`config.mk`:
```
export PLATFORM = sky130hd
export DESIGN_NAME = gray_stream_decoder
export DESIGN_NICKNAME = d
export VERILOG_FILES = /design/src/rtl/gray_stream_decoder.sv
export SDC_FILE = /design/constraint.sdc
export NUM_CORES = 1
export LEC_CHECK = 0
export CAP_MARGIN = 20
export CELL_PAD_IN_SITES_DETAIL_PLACEMENT = 0
export CELL_PAD_IN_SITES_GLOBAL_PLACEMENT = 1
export CORE_UTILIZATION = 41
export CTS_BUF_LIST = sky130_fd_sc_hd__clkbuf_4 sky130_fd_sc_hd__clkbuf_8
export DETAILED_ROUTE_END_ITERATION = 7
export PLACE_DENSITY_LB_ADDON = 0.2
export RECOVER_POWER = 50
export SLEW_MARGIN = 20
export SYNTH_ARGS = -nofsm -noshare
export SYNTH_HDL_FRONTEND = slang
export SYNTH_SLANG_ARGS = --single-unit
export TNS_END_PERCENT = 5
```
`constraint.sdc`:
```
create_clock -name clk -period 4.4 [get_ports clk]
set_input_delay 1.1 -clock clk [delete_from_list [all_inputs] [get_ports clk]]
set_output_delay 1.1 -clock clk [all_outputs]
set_load 0.01 [all_outputs]
```
`src/rtl/gray_stream_decoder.sv`:
```
// Gray-code stream receiver: converts each valid gray sample to binary and checks
// that it is the +1 successor of the previously accepted value (wrap allowed).
// Repeats are reported as stalls. Any other step is an error that resyncs to the
// new value and bumps a saturating error counter.
//
// Handshake: gray_valid qualifies gray_in for one cycle. There is no ready; every
// valid sample is accepted. All results appear one cycle later, with bin_valid
// as a one-cycle pulse.
module gray_stream_decoder #(
  parameter int WIDTH = 4,
  parameter int CNT_W = 8
) (
  input  logic             clk,
  input  logic             rst,
  input  logic [WIDTH-1:0] gray_in,
  input  logic             gray_valid,
  output logic [WIDTH-1:0] bin_out,
  output logic             bin_valid,
  output logic             locked,
  output logic             wrap,
  output logic             stall,
  output logic             step_err,
  output logic [CNT_W-1:0] err_count
);

  // UNLOCKED: no reference sample held yet. LOCKED: the stream is being checked.
  // The state is visible externally through the locked output.
  typedef enum logic {UNLOCKED = 1'b0, LOCKED = 1'b1} state_t;

  state_t           state_q, state_n;
  logic [WIDTH-1:0] bin_q, bin_n;
  logic [CNT_W-1:0] cnt_q, cnt_n;
  logic             bin_valid_q, bin_valid_n;
  logic             wrap_q, wrap_n;
  logic             stall_q, stall_n;
  logic             err_q, err_n;
  logic [WIDTH-1:0] bin_c;
  logic [WIDTH-1:0] exp_c;

  // Gray to binary conversion: each binary bit is the XOR of all gray bits above and at it.
  always_comb begin
    bin_c = '0;
    bin_c[WIDTH-1] = gray_in[WIDTH-1];
    for (int i = WIDTH - 2; i >= 0; i--) begin
      bin_c[i] = bin_c[i+1] ^ gray_in[i];
    end
  end

  assign exp_c = bin_q + {{(WIDTH-1){1'b0}}, 1'b1};

  // Next-state and next-output decision for the accepted sample.
  always_comb begin
    state_n     = state_q;
    bin_n       = bin_q;
    cnt_n       = cnt_q;
    bin_valid_n = 1'b0;
    wrap_n      = 1'b0;
    stall_n     = 1'b0;
    err_n       = 1'b0;
    if (gray_valid) begin
      bin_valid_n = 1'b1;
      unique case (state_q)
        UNLOCKED: begin
          bin_n   = bin_c;
          state_n = LOCKED;
        end
        LOCKED: begin
          if (bin_c == exp_c) begin
            bin_n  = bin_c;
            // A +1 step that lands on zero can only come from all-ones.
            wrap_n = (bin_c == '0);
          end else if (bin_c == bin_q) begin
            stall_n = 1'b1;
          end else begin
            err_n = 1'b1;
            bin_n = bin_c;
            if (cnt_q != '1) cnt_n = cnt_q + {{(CNT_W-1){1'b0}}, 1'b1};
          end
        end
        default: state_n = UNLOCKED;
      endcase
    end
  end

  // State and output registers; synchronous reset has priority over gray_valid.
  always_ff @(posedge clk) begin
    if (rst) begin
      state_q     <= UNLOCKED;
      bin_q       <= '0;
      cnt_q       <= '0;
      bin_valid_q <= 1'b0;
      wrap_q      <= 1'b0;
      stall_q     <= 1'b0;
      err_q       <= 1'b0;
    end else begin
      state_q     <= state_n;
      bin_q       <= bin_n;
      cnt_q       <= cnt_n;
      bin_valid_q <= bin_valid_n;
      wrap_q      <= wrap_n;
      stall_q     <= stall_n;
      err_q       <= err_n;
    end
  end

  assign bin_out   = bin_q;
  assign bin_valid = bin_valid_q;
  assign locked    = (state_q == LOCKED);
  assign wrap      = wrap_q;
  assign stall     = stall_q;
  assign step_err  = err_q;
  assign err_count = cnt_q;

endmodule
```
==> reports/results.txt, run 1 <==
outcome -> finished clean
final hold slack -> 0.514 ns
layout cells sized above 1 -> 0.151
HPWL Detailed -> 1310 um
met1 GRT Util -> 0.165
Synth cell types -> 31
worst-margin pin slew -> 0.676 ns
normalized max-slew margin -> 0.548
WP data required -> 4.58 ns
Worst Hold Class -> flip-flop to flip-flop
Crit Path Max Fanout -> 8
final-report hold violation count -> 0
via count -> 767
Worst-path clk slew -> 0.09 ns
Clock Skew -> 0.00847 ns
Mapped Area -> 985 um2
grt met2 use -> 0.263
CTS Sinks -> 17
Seq/Total Area, Yosys -> 0.346
FMAX -> 264 MHz
Tcrit/Tclk final -> 0.860
Worst setup SP type -> primary input
multiplexer share of the synthesized area -> 0.132
H-tree depth -> 1
number of synthesized flops with an enable pin -> 0
ANT cells -> 0
vias in the first global route -> 700
clk_lat worst skew -> 0.29 ns
Overflow after GRT -> 0
Post-Synth XOR/XNOR Area -> 0.0775
power per cell area -> 258 nW/um2
Die Width -> 51.0 um
min cycle time layout -> 3.78 ns
final WL -> 1720 um
crit path DAT -> 3.97 ns
CORE AREA -> 2230 um2
Mean Syn Cell Area -> 9.56 um2
CTS hold repair buffers -> 0
nets@finish -> 138
GRT Overall Usage -> 0.151
1st-iter DRT viols -> 9
# Post-CTS Setup Buffers -> 0
syn_nets -> 114
post_cts resized -> 0
largest family of logic cells by synthesized area -> simple AND/OR/NAND/NOR gates
Max Cap Violations -> 0
Slew Viols, Final -> 0
# IOs -> 24
crit path kind -> primary input to flip-flop
Final ANT Viol Nets -> 0
top-area cell type share of the netlist area -> 0.346
CTS tree -> built
Syn Inst Count -> 103
CTS Buffer Depth -> 2
Leakage Power -> 0.540 nW
drt drc -> 0
Synth area leader -> dfxtp_1
peak supply drop -> 0.152 mV
setup_tns -> 0 ns
largest net degree at the start of global routing -> 22
IO Port Bufs -> 23
ys async rst share -> 0
M3 GR Usage -> 0.0655
initial antenna violation count -> 0
Via density -> 4.98
Synth Register Bits -> 17
adder-cell share of the synthesized area -> 0.0508
Area Overhead vs Synth -> 28.1%
unrepaired setup endpoints after global routing -> no
Die ar. -> 2600 um2
simple-gate share of the synthesized area -> 0.283
Yosys warning count -> 0
clock root cell -> clkbuf_4
CTS Buf Count -> 3
average wire per standard cell -> 11.1 um
crit end category -> flip-flop
Initial Utilization -> 0.441
Synth Flop Type -> dfxtp_1
Vert. Die Dim -> 51.0 um
largest cells by area after synthesis -> dfxtp_1 35%, mux2_4 9.1%, ha_1 5.1%
Cell Rows -> 17
gpl congestion -> 0.766
DR pass1 iterations -> 4
first-pass GRT wire length -> 2940 um
final setup violation count -> 0
post-synthesis compound-gate area fraction -> 0.0673
layer with the highest usage -> met2
[report_power, final]
group | total, mW | switching (mW) | internal, mW | leakage, nW
clock | 0.0838 | 0.0500 | 0.0338 | 0.0177
sequential | 0.167 | 0.00753 | 0.160 | 0.139
combinational | 0.0744 | 0.0359 | 0.0384 | 0.384
total | 0.325 | 0.0934 | 0.232 | 0.540
[routing by layer]
metal  up-vias  routed length (um)
li1        400                   -
met3         2                  70
met2        16                 833
met5         -                   0
met1       349                 801
met4         0                   9
[flip-flops by register name (all words and copies together) (netlist names)]
name	count
locked	1
stall	1
wrap	1
bin_out	4
step_err	1
err_count	8
bin_valid	1
[cell usage after synthesis, types with 4 or more instances]
master,count
nand3_1,7
mux2i_1,4
nor2b_1,8
ha_1,4
inv_1,5
dfxtp_1,17
nor2_1,13
mux2_4,6
nand2_1,4
xor2_1,5
[cell usage in the layout, fill, tap and decap left out, types with 5 or more instances in the layout]
master           netlist  final
dfxtp_1               17     17
nor2_1                13     13
clkdlybuf4s50_1        0      8
mux2_4                 6      6
dlygate4sd3_1          0     15
inv_1                  5      5
nand3_1                7      7
xor2_1                 5      5
nor2b_1                8      8
[layout make-up]
class / instances / area [um2]
inverters: 5 / 18.8
fillers: 216 / 972
clock inverters: 1 / 5.00
repair buffers: 24 / 238
clock buffers: 3 / 22.5
multi-input cells: 76 / 602
flip-flops and latches: 17 / 340
well taps: 28 / 35.0
[cell families after synthesis]
kind of cell,count (synthesis)
buffers and inverters,10
AND/OR/NAND/NOR,48
multiplexers,10
adder cells (fa/ha/maj),4
XOR/XNOR,7
AO/OA/AOI/OAI,7
flip-flops,17
[metrics by stage]
step	utilization	instances	instance area [um2]	worst slack (ns)	power, mW
6_report	0.565	154	1260	0.618	0.325
5_1_grt	0.565	154	1260	0.558	0.347
4_1_cts	0.565	154	1260	0.691	0.332
3_5_place_dp	0.552	150	1230	0.384	0.248
3_3_place_gp	0.552	150	1230	0.448	0.247
2_1_floorplan	-	103	985	1.02	0.222
[worst paths after layout]
check | start | endpoint | slack [ns] | cells after the start
setup / recovery | gray_in[3] | err_count[2]$_SDFFE_PP0P_ | 0.62 | 10
hold / removal | err_count[1]$_SDFFE_PP0P_ | err_count[1]$_SDFFE_PP0P_ | 0.51 | 2
setup reg to reg | bin_out[1]$_SDFFE_PP0P_ | err_count[0]$_SDFFE_PP0P_ | 2.14 | 7
hold reg to reg | err_count[1]$_SDFFE_PP0P_ | err_count[1]$_SDFFE_PP0P_ | 0.51 | 2
[critical path: stages]
cell	delay, ns
dlygate4sd3_1	0.58
inv_1	0.06
ha_1	0.36
xnor2_1	0.25
ha_1	0.31
xor2_1	0.16
or4_4	0.58
o2111ai_4	0.16
nor3b_2	0.10
mux2_4	0.30
No activity file was read; power rests on OpenSTA's default activity.
==> inputs of run 2 (changes only) <==
--- a/config.mk
+++ b/config.mk
@@ -13,7 +13,6 @@
 export DETAILED_ROUTE_END_ITERATION = 7
 export PLACE_DENSITY_LB_ADDON = 0.2
 export RECOVER_POWER = 50
-export SLEW_MARGIN = 20
 export SYNTH_ARGS = -nofsm -noshare
 export SYNTH_HDL_FRONTEND = slang
 export SYNTH_SLANG_ARGS = --single-unit
==> results of run 2 <==
No change in the layout: final DEF, timing and power equal those of run 1.
